--- src/rtl/uart_pkg.sv ---
// Shared UART constants and the receiver state encoding.
package uart_pkg;

  // Bit period in clk cycles: 115200 baud at 100 MHz, shared with the transmitter.
  localparam int unsigned CLKS_PER_BIT = 868;

  // 8N1 frame shape.
  localparam int unsigned DATA_BITS = 8;
  localparam int unsigned STOP_BITS = 1;

  typedef enum logic [2:0] {
    IDLE  = 3'd0,
    START = 3'd1,
    DATA  = 3'd2,
    STOP  = 3'd3,
    BREAK = 3'd4
  } rx_state_e;

endpackage

--- src/rtl/uart_rx_sync2.sv ---
// Two-flop synchroniser for asynchronous single-bit inputs (serial lines, buttons).
//   clk : sampling clock
//   rst : asynchronous active-high reset, loads RST_VAL into both flops
//   d   : asynchronous input
//   q   : synchronised output, two clk cycles behind d
module sync2 #(
  parameter logic RST_VAL = 1'b0
) (
  input  logic clk,
  input  logic rst,
  input  logic d,
  output logic q
);

  logic meta;

  // First flop may go metastable; second flop gives it a full cycle to settle.
  always_ff @(posedge clk or posedge rst) begin
    if (rst) begin
      meta <= RST_VAL;
      q    <= RST_VAL;
    end else begin
      meta <= d;
      q    <= meta;
    end
  end

endmodule

--- src/rtl/uart_rx.sv ---
// 8N1 UART receiver: start-bit validation at mid-bit, centre sampling of
// 8 LSB-first data bits, stop-bit check, one-cycle result strobes.
//   clk       : system clock
//   rst       : asynchronous active-high reset
//   rxd       : raw serial line, asynchronous, idle high
//   rx_data   : last correctly framed byte, held until the next good frame
//   rx_valid  : one-cycle pulse when rx_data has just been updated
//   frame_err : one-cycle pulse when the stop bit was sampled low
//   rx_busy   : high whenever the receiver is not idle
module uart_rx #(
  parameter int unsigned CLKS_PER_BIT = uart_pkg::CLKS_PER_BIT,
  parameter int unsigned HALF_BIT     = CLKS_PER_BIT / 2
) (
  input  logic       clk,
  input  logic       rst,
  input  logic       rxd,
  output logic [7:0] rx_data,
  output logic       rx_valid,
  output logic       frame_err,
  output logic       rx_busy
);

  import uart_pkg::*;

  localparam int unsigned CNT_W    = $clog2(CLKS_PER_BIT);
  localparam logic [CNT_W-1:0] BIT_END  = CNT_W'(CLKS_PER_BIT - 1);
  localparam logic [CNT_W-1:0] HALF_END = CNT_W'(HALF_BIT - 1);
  localparam logic [2:0]       LAST_BIT = 3'(DATA_BITS - 1);

  logic             rxd_s;
  rx_state_e        state_q, state_d;
  logic [CNT_W-1:0] cnt_q, cnt_d;
  logic [2:0]       bit_idx_q, bit_idx_d;
  logic [7:0]       shreg_q, shreg_d;
  logic [7:0]       rx_data_d;
  logic             rx_valid_d;
  logic             frame_err_d;

  // Line is idle high, so the synchroniser must come out of reset as 1.
  sync2 #(
    .RST_VAL (1'b1)
  ) u_sync (
    .clk (clk),
    .rst (rst),
    .d   (rxd),
    .q   (rxd_s)
  );

  // State, counters, shift register and output registers.
  always_ff @(posedge clk or posedge rst) begin
    if (rst) begin
      state_q   <= IDLE;
      cnt_q     <= '0;
      bit_idx_q <= '0;
      shreg_q   <= '0;
      rx_data   <= '0;
      rx_valid  <= 1'b0;
      frame_err <= 1'b0;
      rx_busy   <= 1'b0;
    end else begin
      state_q   <= state_d;
      cnt_q     <= cnt_d;
      bit_idx_q <= bit_idx_d;
      shreg_q   <= shreg_d;
      rx_data   <= rx_data_d;
      rx_valid  <= rx_valid_d;
      frame_err <= frame_err_d;
      // Registered from the next state so it tracks the state register exactly.
      rx_busy   <= (state_d != IDLE);
    end
  end

  // Next-state and datapath updates.
  always_comb begin
    state_d     = state_q;
    cnt_d       = cnt_q;
    bit_idx_d   = bit_idx_q;
    shreg_d     = shreg_q;
    rx_data_d   = rx_data;
    rx_valid_d  = 1'b0;
    frame_err_d = 1'b0;

    case (state_q)
      IDLE: begin
        if (!rxd_s) begin
          state_d = START;
          cnt_d   = '0;
        end
      end

      START: begin
        cnt_d = cnt_q + CNT_W'(1);
        // Line must still be low at mid start bit, otherwise it was a glitch.
        if (cnt_q == HALF_END) begin
          cnt_d     = '0;
          bit_idx_d = '0;
          state_d   = rxd_s ? IDLE : DATA;
        end
      end

      DATA: begin
        cnt_d = cnt_q + CNT_W'(1);
        if (cnt_q == BIT_END) begin
          cnt_d     = '0;
          shreg_d   = {rxd_s, shreg_q[7:1]};
          bit_idx_d = bit_idx_q + 3'd1;
          if (bit_idx_q == LAST_BIT) begin
            state_d = STOP;
          end
        end
      end

      STOP: begin
        cnt_d = cnt_q + CNT_W'(1);
        // Leaving at mid stop bit lets an immediately following start edge be caught.
        if (cnt_q == BIT_END) begin
          cnt_d = '0;
          if (rxd_s) begin
            rx_data_d  = shreg_q;
            rx_valid_d = 1'b1;
            state_d    = IDLE;
          end else begin
            frame_err_d = 1'b1;
            state_d     = BREAK;
          end
        end
      end

      BREAK: begin
        // Hold off start detection until the line is released.
        if (rxd_s) begin
          state_d = IDLE;
        end
      end

      default: begin
        state_d = IDLE;
      end
    endcase
  end

endmodule

--- config.mk ---
export PLATFORM = sky130hd
export DESIGN_NAME = uart_rx
export DESIGN_NICKNAME = d
export VERILOG_FILES = /design/src/rtl/uart_pkg.sv /design/src/rtl/uart_rx_sync2.sv /design/src/rtl/uart_rx.sv
export SDC_FILE = /design/constraint.sdc
export NUM_CORES = 1
export LEC_CHECK = 0
export ABC_AREA = 1
export BUFFER_PORTS_ARGS = -buffer_cell sky130_fd_sc_hd__clkbuf_2
export CAP_MARGIN = 5
export CORE_MARGIN = 2
export CORE_UTILIZATION = 40
export DETAILED_ROUTE_END_ITERATION = 16
export SYNTH_ARGS = -nofsm -noshare
export SYNTH_HDL_FRONTEND = slang
export SYNTH_SLANG_ARGS = --single-unit
export TNS_END_PERCENT = 30
--- constraint.sdc ---
create_clock -name clk -period 1.85 [get_ports clk]
set_clock_uncertainty 0.05 [all_clocks]
set_input_delay 0.37 -clock clk [delete_from_list [all_inputs] [get_ports clk]]
set_output_delay 0.37 -clock clk [all_outputs]
set_load 0.02 [all_outputs]
==> impl_metrics.py, run 1 <==
metrics = {
    "logic_synthesis": {
        "synth-async-reset-ratio": 1.000,
        "synth_area_leaders": "dfrtp_1 (46%), nand2_1 (11%), nor2_1 (5.6%), inv_1 (5.2%), nand3_1 (4.2%)",
        "yosys.cell_types.count": 28,
        "synth_top_family_by_area": "simple AND/OR/NAND/NOR gates",
        "post_synth_fa_ha_maj_area_fraction": 0.02653,
        "yosys_register_bits": 37,
        "synth_compound_area_frac": 0.08223,
        "synth.top_cell.area_share": 0.4642,
        "synth_fp_nets": 234,
        "synthesized_netlist_cell_count": 227,
        "dominantRegCellSynth": "dfrtp_1",
        "synth_xor_area_frac": 0.01393,
        "synth_simple_gate_area_frac": 0.3011,
        "synth.yosys.warnings": 0,
        "synth.most_common_cell": "nand2_1",
        "synth.mux.area_fraction": 0,
        "synth-seq-area-share": 0.4920,
        "ys_top_cells_by_count": "nand2_1 (53), dfrtp_1 (35), nor2_1 (28)",
        "synth_enable_flop_cells": 0,
        "synthesis.area_um2": 1887,
        "synth_top_cell_by_area": "dfrtp_1",
        "synthesis.area_per_instance_um2": 8.312,
    },
    "floorplanning": {
        "number_of_core_rows": 24,
        "die_width_um": 72.68,
        "die_height_um": 72.68,
        "total_die_area_um2": 5282,
        "io-pin-count": 14,
        "start_util": 0.4245,
        "design.core.area_um2": 4444,
    },
    "finish": {
        "final.fill_count": 459,
        "synthToLayoutAreaGrowth_pct": 13.20,
        "final_layout_size_suffix_gt1_frac": 0.2289,
        "nets": 255,
        "finish.cell_count_without_fillers": 301,
        "total_inserted_antenna_cells": 0,
    },
    "setup_path": {
        "crit_arrival_ns": 1.80,
        "cpPeakStageDelay_ns": 0.40,
        "timing.critical_path.buf_inv": 1,
        "timing.critical_path.required_ns": 1.99,
        "critPathMostFrequentCell": "nand2_1",
        "crit_path_cell_trace": "ha_1 -> nand2_1 -> nor2_2 -> nand3_2 -> nor2_2 -> nand2_2 -> clkinv_1 -> nand2_1 -> nand2_1",
        "timing.critical_path.slowest_stage_cell": "dfrtp_1",
        "cell_family_contributing_the_most_delay_on_the_critical_path": "simple AND/OR/NAND/NOR gates",
        "critical_path_class": "reg -> reg",
        "worst_setup_path_start_kind": "flop",
        "end_kind": "flop",
        "critical_path_peak_fanout": 16,
    },
    "global_routing": {
        "grtUsageTotal": 0.1635,
        "first_global_vias": 1437,
        "grt_max_degree": 38,
        "initial_antenna_violation_count": 0,
        "grt_first_pass_wirelength_um": 6589,
        "gr-total-overflow": 0,
    },
    "timing": {
        "hold_ws_ns": 0.1060,
        "fin_crit_ns": 1.662,
        "slew_violations": 0,
        "final-hold-violation-count": 0,
        "worst_slew_margin_rel": 0.6902,
        "tightest_slew_ns": 0.4647,
        "highest_clock_rate_mhz": 601.7,
        "finalSetupTns_ns": 0,
        "setup_viol_count_final": 0,
        "final_min_period_over_clock_period": 0.8983,
        "grt_setup_unrepaired": "false",
    },
    "cts": {
        "ctsResizeCount": 0,
        "cts_tree": "yes",
        "postCtsHoldBufs": 0,
        "clock_sinks": 37,
        "insertion_delay_of_the_later_clocked_pin_in_the_worst_skew_pair_ns": 0.29,
        "htreeDepth": 2,
        "post-cts-setup-buffer-count": 0,
        "cts_made_buffers": 5,
        "clock-root-buffer": "clkbuf_8",
        "clkSlewWorstSetupHoldPaths_ns": 0.08,
        "clock_tree.buffer_depth": 2,
    },
    "placed_design": {
        "dp_cells": 293,
        "globalplace.congestion": 0.8511,
        "dp_hpwl_um": 2609,
        "placement.io_buffers": 13,
    },
    "hold_path": {
        "hp-class": "in -> async",
    },
    "pwr": {
        "sw_frac_of_total": 0.2005,
        "power_leakage_nw": 1.035,
        "fin_total_pwr_w": 0.001569,
        "worst_ir_drop_vdd_v": 0.0004424,
        "logic_gate_share_of_total_power": 0.013,
        "switching_power_w": 0.0003146,
        "seq_power_share": 0.519,
        "cell_internal_pwr_w": 0.001254,
        "power_density_nw_per_um2": 734.6,
        "p_clk_frac": 0.468,
    },
    "detailed_routing": {
        "detailroute.via_count": 1465,
        "detail_route.wl_per_cell_um": 11.86,
        "antenna_violating_nets_post_route": 0,
        "wire_length_on_met1_um": 1807,
        "drc": 0,
        "routed_wirelength_um": 3570,
        "routed-wl-met2_um": 1573,
        "maxUsedRoutingLayer": "met4",
        "first_iter_violations": 104,
        "wl_met3_um": 149,
        "via_per_inst": 4.867,
        "dr.pass1.iters": 4,
    },
    "run": {
        "drv_cap": 0,
    },
    "outcome": {
        "outcome": "finished, final reports clean",
    },
}
[flip-flops by register name (all words and copies together), names as in the netlist]
signal       flops
rx_valid         1
state_q          3
u_sync.q         1
frame_err        1
rx_busy          1
u_sync.meta      1
rx_data          8
shreg_q          8
cnt_q           10
bit_idx_q        3
[worst reg2reg max path: cells and delay by family, from the launching register on]
family	cells	cell delay (ns)
fa+ha+maj	1	0.22
simple gates	7	0.75
buf+inv	1	0.15
flops	1	0.40
[placed cells by master (no fill, tap or decap), types with 2 or more instances in the layout]
cell type  count
o21ai_0        2
nand3_1       16
nor2_1        28
nor3_2         2
dfstp_2        2
clkbuf_2      13
ha_1           4
clkbuf_8       6
inv_2          5
nand2_1       53
nand2_2        6
nor2_2         6
dfrtp_1       35
nor3_1         2
a21oi_1        9
o21ai_2        7
buf_4          5
inv_1         26
nand4_1        4
o21ai_1        5
xor2_1         3
[stage by stage]
| step | area [um2] | util | setup WS [ns] |
|---|---|---|---|
| global route | 2136 | 0.4806 | 0.006765 |
| floorplan | 1887 | - | 0.3417 |
| global placement | 2016 | 0.4535 | 0.1730 |
| CTS | 2136 | 0.4806 | 0.1543 |
| finish | 2136 | 0.4806 | 0.1881 |
| detailed placement | 2016 | 0.4535 | 0.1599 |
[cells by family after synthesis]
| kind of cell | after synthesis |
|---|---|
| flops | 37 |
| simple gates | 122 |
| xor+xnor | 3 |
| compound gates | 25 |
| fa+ha+maj | 4 |
| buf+inv | 36 |
[final timing paths]
path / start / end / slack (ns) / cells after the start
max: cnt_q[0]$_DFFE_PP0P_ / rx_data[7]$_DFFE_PP0P_ / 0.19 / 9
min: rst / rx_data[7]$_DFFE_PP0P_ / 0.11 / 3
max reg2reg: cnt_q[0]$_DFFE_PP0P_ / rx_data[7]$_DFFE_PP0P_ / 0.19 / 9
min reg2reg: u_sync.meta$_DFF_PP1_ / u_sync.q$_DFF_PP1_ / 0.32 / 0
max in group asynchronous: rst / u_sync.q$_DFF_PP1_ / 1.28 / 3
min in group clk: rxd / u_sync.meta$_DFF_PP1_ / 0.11 / 1
[cell type report]
class	instances	area [um2]	share of cell area
sequential	37	928.4	0.4347
multi-input combinational	154	799.5	0.3743
inverter	32	120.1	0.05624
timing repair buffer	18	102.6	0.04804
clock buffer	6	82.58	0.03866
tap	52	65.06	0.03046
clock inverter	2	37.54	0.01757
[power by group through the flow]
stage	Sequential (W)	Clock, W	Combinational, W
after global routing	0.000815	0.000791	0.0000254
after floorplan	0.000829	0	0.0000135
final	0.000814	0.000734	0.0000210
after global placement	0.000830	0	0.0000223
after detailed placement	0.000830	0	0.0000223
after CTS	0.000814	0.000751	0.0000223
[layer usage]
metal | vias up | global-route usage
met2 | 25 | 0.2374
met3 | 2 | 0.04972
met5 | - | 0
met4 | 0 | 0.06173
li1 | 756 | -
met1 | 682 | 0.2298
No activity file was read; power rests on OpenSTA's default activity.
==> inputs of run 2 (changes only) <==
--- a/config.mk
+++ b/config.mk
@@ -6,11 +6,12 @@
 export NUM_CORES = 1
 export LEC_CHECK = 0
 export ABC_AREA = 1
-export BUFFER_PORTS_ARGS = -buffer_cell sky130_fd_sc_hd__clkbuf_2
 export CAP_MARGIN = 5
 export CORE_MARGIN = 2
 export CORE_UTILIZATION = 40
 export DETAILED_ROUTE_END_ITERATION = 16
+export DONT_BUFFER_PORTS = 1
+export PLACE_DENSITY_LB_ADDON = 0.15
 export SYNTH_ARGS = -nofsm -noshare
 export SYNTH_HDL_FRONTEND = slang
 export SYNTH_SLANG_ARGS = --single-unit
==> impl_metrics.py, run 2 (synthesized netlist as in run 1, its figures left out) <==
metrics = {
    "timing": {
        "fin_crit_ns": 1.646,
        "tightest_slew_ns": 0.4575,
        "final_min_period_over_clock_period": 0.8896,
        "final-hold-violation-count": 0,
        "highest_clock_rate_mhz": 607.6,
        "worst_slew_margin_rel": 0.6950,
        "setup_viol_count_final": 0,
        "grt_setup_unrepaired": "false",
        "finalSetupTns_ns": 0,
        "slew_violations": 0,
    },
    "pwr": {
        "fin_total_pwr_w": 0.001680,
        "worst_ir_drop_vdd_v": 0.0003985,
        "sw_frac_of_total": 0.1912,
        "cell_internal_pwr_w": 0.001359,
        "p_clk_frac": 0.503,
        "power_leakage_nw": 1.005,
        "logic_gate_share_of_total_power": 0.012,
        "switching_power_w": 0.0003211,
        "seq_power_share": 0.485,
        "power_density_nw_per_um2": 795.7,
    },
    "finish": {
        "layout.cells.most_common_list": "nand2_1 (53), dfrtp_1 (35), nor2_1 (28)",
        "top_register": "cnt_q",
        "final_layout_size_suffix_gt1_frac": 0.1891,
        "nets": 244,
        "finish.cell_count_without_fillers": 290,
        "top_regs": "cnt_q: 10 flops, rx_data: 8 flops, shreg_q: 8 flops",
        "largest_register_ffs": 10,
        "mostFrequentLayoutCell": "nand2_1",
        "synthToLayoutAreaGrowth_pct": 11.87,
        "total_inserted_antenna_cells": 0,
        "final.fill_count": 424,
    },
    "floorplanning": {
        "number_of_core_rows": 24,
        "io-pin-count": 14,
        "total_die_area_um2": 5282,
        "die_height_um": 72.68,
        "start_util": 0.4245,
        "design.core.area_um2": 4444,
        "die_width_um": 72.68,
    },
    "setup_path": {
        "rr_worst_depth": 8,
        "critical_path_class": "reg -> reg",
        "timing.critical_path.required_ns": 1.97,
        "worst_r2r_endpoint": "cnt_q[7]$_DFFE_PP0P_",
        "r2r_slack_ns": 0.20,
        "critical_path_peak_fanout": 5,
        "critical_path.reg2reg.startpoint": "cnt_q[1]$_DFFE_PP0P_",
        "timing.critical_path.slowest_stage_cell": "dfrtp_1",
        "cpPeakStageDelay_ns": 0.41,
        "crit_path_cell_trace": "inv_1 -> ha_1 -> nor3b_1 -> nand3_1 -> nand2_1 -> nand2_1 -> nor2_2 -> nor2_1",
        "end_kind": "flop",
        "worst_setup_path_start_kind": "flop",
        "crit_arrival_ns": 1.77,
        "critPathMostFrequentCell": "nand2_1",
    },
    "global_routing": {
        "grt_first_pass_wirelength_um": 6334,
        "initial_antenna_violation_count": 0,
        "grt_max_degree": 38,
        "gr-total-overflow": 0,
        "grtUsageTotal": 0.1555,
        "first_global_vias": 1436,
    },
    "detailed_routing": {
        "via_per_inst": 4.962,
        "drc": 0,
        "routed_wirelength_um": 3525,
        "detail_route.wl_per_cell_um": 12.16,
        "antenna_violating_nets_post_route": 0,
        "first_iter_violations": 114,
        "dr.pass1.iters": 4,
        "detailroute.via_count": 1439,
    },
    "cts": {
        "clkSlewWorstSetupHoldPaths_ns": 0.08,
        "clock_tree.buffer_depth": 2,
        "clock_sinks": 37,
        "htreeDepth": 2,
        "cts_tree": "yes",
        "insertion_delay_of_the_later_clocked_pin_in_the_worst_skew_pair_ns": 0.29,
        "clock-root-buffer": "clkbuf_8",
        "cts_made_buffers": 5,
    },
    "placed_design": {
        "dp_hpwl_um": 2583,
        "globalplace.congestion": 0.8877,
        "placement.io_buffers": 0,
        "dp_cells": 281,
    },
    "run": {
        "drv_cap": 0,
    },
    "outcome": {
        "outcome": "finished, final reports clean",
    },
    "hold_path": {
        "hp-class": "in -> async",
    },
}
[run 2: critical path, delay by kind of cell (launching register included)]
kind                       cells  cell delay (ns)
adders and majority gates      1             0.15
buffers and inverters          1             0.06
DFF                            1             0.41
and+or+nand+nor                6             0.86
[run 2: worst max path at each step]
stage                                   to                 start  slack, ns  cells past startpoint
floorplan           rx_data[1]$_DFFE_PP0P_  cnt_q[1]$_DFFE_PP0P_       0.34                      9
global placement    rx_data[7]$_DFFE_PP0P_  cnt_q[0]$_DFFE_PP0P_       0.19                      9
detailed placement  rx_data[7]$_DFFE_PP0P_  cnt_q[0]$_DFFE_PP0P_       0.18                      9
CTS                 rx_data[7]$_DFFE_PP0P_  cnt_q[0]$_DFFE_PP0P_       0.16                      9
global route          cnt_q[7]$_DFFE_PP0P_  cnt_q[1]$_DFFE_PP0P_       0.05                      8
finish                cnt_q[7]$_DFFE_PP0P_  cnt_q[1]$_DFFE_PP0P_       0.20                      8
[run 2: per-stage QoR]
step                      utilization  instance area, um2  hold WS [ns]  setup slack, ns
final                          0.4749                2111       0.01664           0.2042
after CTS                      0.4716                2096      0.009520           0.1629
after global placement         0.4406                1958        0.2957           0.1890
after detailed placement       0.4406                1958        0.2978           0.1754
after floorplan                     -                1887        0.2952           0.3417
after global routing           0.4749                2111       0.05580          0.05150
[run 2: routing by layer]
metal,part of all wire,up-vias,GRT usage,wire [um]
met1,0.48,670,0.1954,1682
met2,0.47,27,0.2424,1655
met3,0.039,8,0.05939,136
met4,0.014,0,0.05967,51
li1,-,734,-,-
met5,0,-,0,0
[run 2: layout make-up]
class | instances | area (um2) | share of cell area
Timing Repair Buffer | 7 | 55.05 | 0.02608
Inverter | 32 | 120.1 | 0.05691
Sequential cell | 37 | 928.4 | 0.4398
Clock buffer | 5 | 68.82 | 0.03260
Multi-Input combinational cell | 154 | 804.5 | 0.3812
Tap cell | 52 | 65.06 | 0.03082
Clock inverter | 3 | 68.82 | 0.03260
[run 2: power groups by stage]
stage          combinational [W]  sequential, W  clock, W
6_report               0.0000204       0.000815  0.000845
5_1_grt                0.0000248       0.000815  0.000910
4_1_cts                0.0000208       0.000814  0.000868
3_5_place_dp           0.0000207       0.000830         0
3_3_place_gp           0.0000207       0.000830         0
2_1_floorplan          0.0000135       0.000829         0
[run 2: repair_timing]
action                     CTS  global route
gates resized for setup      0             1
hold endpoints to repair     0             1
setup buffers                0             0
hold buffers                 0             1
setup endpoints to repair    0             1
==> inputs of run 3 (changes only) <==
--- a/config.mk
+++ b/config.mk
@@ -12,6 +12,7 @@
 export DETAILED_ROUTE_END_ITERATION = 16
 export DONT_BUFFER_PORTS = 1
 export PLACE_DENSITY_LB_ADDON = 0.15
+export RECOVER_POWER = 50
 export SYNTH_ARGS = -nofsm -noshare
 export SYNTH_HDL_FRONTEND = slang
 export SYNTH_SLANG_ARGS = --single-unit
==> impl_metrics.py, run 3 (synthesized netlist as in run 1, its figures left out) <==
metrics = {
    "cts": {
        "cts_made_buffers": 5,
        "clock-root-buffer": "clkbuf_8",
        "insertion_delay_of_the_later_clocked_pin_in_the_worst_skew_pair_ns": 0.29,
        "clock_sinks": 37,
        "htreeDepth": 2,
        "post-cts-setup-buffer-count": 0,
        "clock_tree.buffer_depth": 2,
        "clkSlewWorstSetupHoldPaths_ns": 0.08,
        "cts_tree": "yes",
    },
    "timing": {
        "slew_violations": 0,
        "final-hold-violation-count": 0,
        "final_min_period_over_clock_period": 0.8896,
        "finalWorstSetupSlack_ns": 0.2042,
        "highest_clock_rate_mhz": 607.6,
        "tightest_slew_ns": 0.8974,
        "finalSetupTns_ns": 0,
        "fin_crit_ns": 1.646,
        "setup_viol_count_final": 0,
        "worst_slew_margin_rel": 0.4017,
        "grt_setup_unrepaired": "false",
    },
    "finish": {
        "final_layout_size_suffix_gt1_frac": 0.1891,
        "layout.cells.most_common_list": "nand2_1 (53), dfrtp_1 (35), nor2_1 (28)",
        "mostFrequentLayoutCell": "nand2_1",
        "synthToLayoutAreaGrowth_pct": 11.74,
        "total_inserted_antenna_cells": 0,
        "top_regs": "cnt_q: 10 flops, rx_data: 8 flops, shreg_q: 8 flops",
        "largest_register_ffs": 10,
        "final.fill_count": 425,
        "stdcell_area_um2": 2108,
        "nets": 244,
        "top_register": "cnt_q",
        "finish.cell_count_without_fillers": 290,
    },
    "hold_path": {
        "hp-class": "in -> async",
    },
    "setup_path": {
        "worst_r2r_endpoint": "cnt_q[7]$_DFFE_PP0P_",
        "worst_setup_path_start_kind": "flop",
        "critical_path_class": "reg -> reg",
        "timing.critical_path.required_ns": 1.97,
        "critical_path_peak_fanout": 5,
        "crit_arrival_ns": 1.77,
        "end_kind": "flop",
        "r2r_slack_ns": 0.20,
        "critical_path.reg2reg.startpoint": "cnt_q[1]$_DFFE_PP0P_",
        "rr_worst_depth": 8,
    },
    "pwr": {
        "seq_power_share": 0.485,
        "switching_power_w": 0.0003211,
        "fin_total_pwr_w": 0.001679,
        "power_density_nw_per_um2": 796.3,
        "p_clk_frac": 0.503,
        "power_leakage_nw": 1.004,
        "logic_gate_share_of_total_power": 0.012,
        "worst_ir_drop_vdd_v": 0.0003985,
        "sw_frac_of_total": 0.1913,
        "cell_internal_pwr_w": 0.001358,
    },
    "floorplanning": {
        "die_width_um": 72.68,
        "number_of_core_rows": 24,
        "die_height_um": 72.68,
        "io-pin-count": 14,
        "start_util": 0.4245,
        "design.core.area_um2": 4444,
        "total_die_area_um2": 5282,
    },
    "detailed_routing": {
        "maxUsedRoutingLayer": "met4",
        "antenna_violating_nets_post_route": 0,
        "first_iter_violations": 114,
        "wire_length_on_met1_um": 1682,
        "routed_wirelength_um": 3525,
        "via_per_inst": 4.962,
        "detailroute.via_count": 1439,
        "drc": 0,
        "routed-wl-met2_um": 1656,
        "dr.pass1.iters": 4,
        "detail_route.wl_per_cell_um": 12.16,
        "wl_met3_um": 136,
    },
    "placed_design": {
        "placement.io_buffers": 0,
        "placement.setup.worst_slack_ns": 0.1754,
        "post_place_instance_area_um2": 1958,
        "globalplace.congestion": 0.8877,
        "dp_hpwl_um": 2583,
        "dp_cells": 281,
    },
    "global_routing": {
        "grtUsageTotal": 0.1555,
        "grt_max_degree": 38,
        "grt_first_pass_wirelength_um": 6334,
        "gr-total-overflow": 0,
        "initial_antenna_violation_count": 0,
        "first_global_vias": 1436,
    },
    "run": {
        "drv_cap": 0,
    },
    "outcome": {
        "outcome": "finished, final reports clean",
    },
}
## run 3: cell count changes in the layout (fill, tap and decap cells not counted), sizes merged
| cell | change |
|---|---|
| clkbuf | +1 |
| buf | -1 |
## run 3: critical path, stage by stage (launching register included)
cell     delay, ns
dfrtp_1       0.41
inv_1         0.06
ha_1          0.15
nor3b_1       0.20
nand3_1       0.10
nand2_1       0.14
nand2_1       0.13
nor2_2        0.21
nor2_1        0.08
## run 3: per-stage QoR
step                        util  hold WS (ns)
after floorplan                -        0.2952
after global placement    0.4406        0.2957
after detailed placement  0.4406        0.2978
after CTS                 0.4716      0.009520
after global routing      0.4744        0.2663
final                     0.4744        0.1822
## run 3: power groups by stage
stage | combinational, W | sequential [W] | clock [W]
4_1_cts | 0.0000208 | 0.000814 | 0.000868
3_3_place_gp | 0.0000207 | 0.000830 | 0
5_1_grt | 0.0000241 | 0.000815 | 0.000910
6_report | 0.0000196 | 0.000815 | 0.000845
3_5_place_dp | 0.0000207 | 0.000830 | 0
2_1_floorplan | 0.0000135 | 0.000829 | 0
## run 3: repair_timing
action	4_1_cts	5_1_grt
endpoints found under the hold margin	0	1
hold buffers	0	1
gates resized for setup	0	1
endpoints found under the setup margin	0	1
## run 3: how the worst max path moves through the flow
stage,from,endpoint,slack [ns],cells past startpoint
global route,cnt_q[1]$_DFFE_PP0P_,cnt_q[7]$_DFFE_PP0P_,0.05,8
detailed placement,cnt_q[0]$_DFFE_PP0P_,rx_data[7]$_DFFE_PP0P_,0.18,9
CTS,cnt_q[0]$_DFFE_PP0P_,rx_data[7]$_DFFE_PP0P_,0.16,9
floorplan,cnt_q[1]$_DFFE_PP0P_,rx_data[1]$_DFFE_PP0P_,0.34,9
global placement,cnt_q[0]$_DFFE_PP0P_,rx_data[7]$_DFFE_PP0P_,0.19,9
finish,cnt_q[1]$_DFFE_PP0P_,cnt_q[7]$_DFFE_PP0P_,0.20,8
## run 3: cell type report
class,count,area [um2],area share
clock buffer,5,68.82,0.03264
clock inverter,3,68.82,0.03264
inverter,32,120.1,0.05697
multi-input combinational,154,804.5,0.3816
sequential,37,928.4,0.4404
tap,52,65.06,0.03086
timing repair buffer,7,52.55,0.02493
## run 3: per-layer routing
layer,up-vias,global-route usage
li1,734,-
met1,670,0.1954
met2,27,0.2424
met3,8,0.05939
met4,0,0.05967
met5,-,0
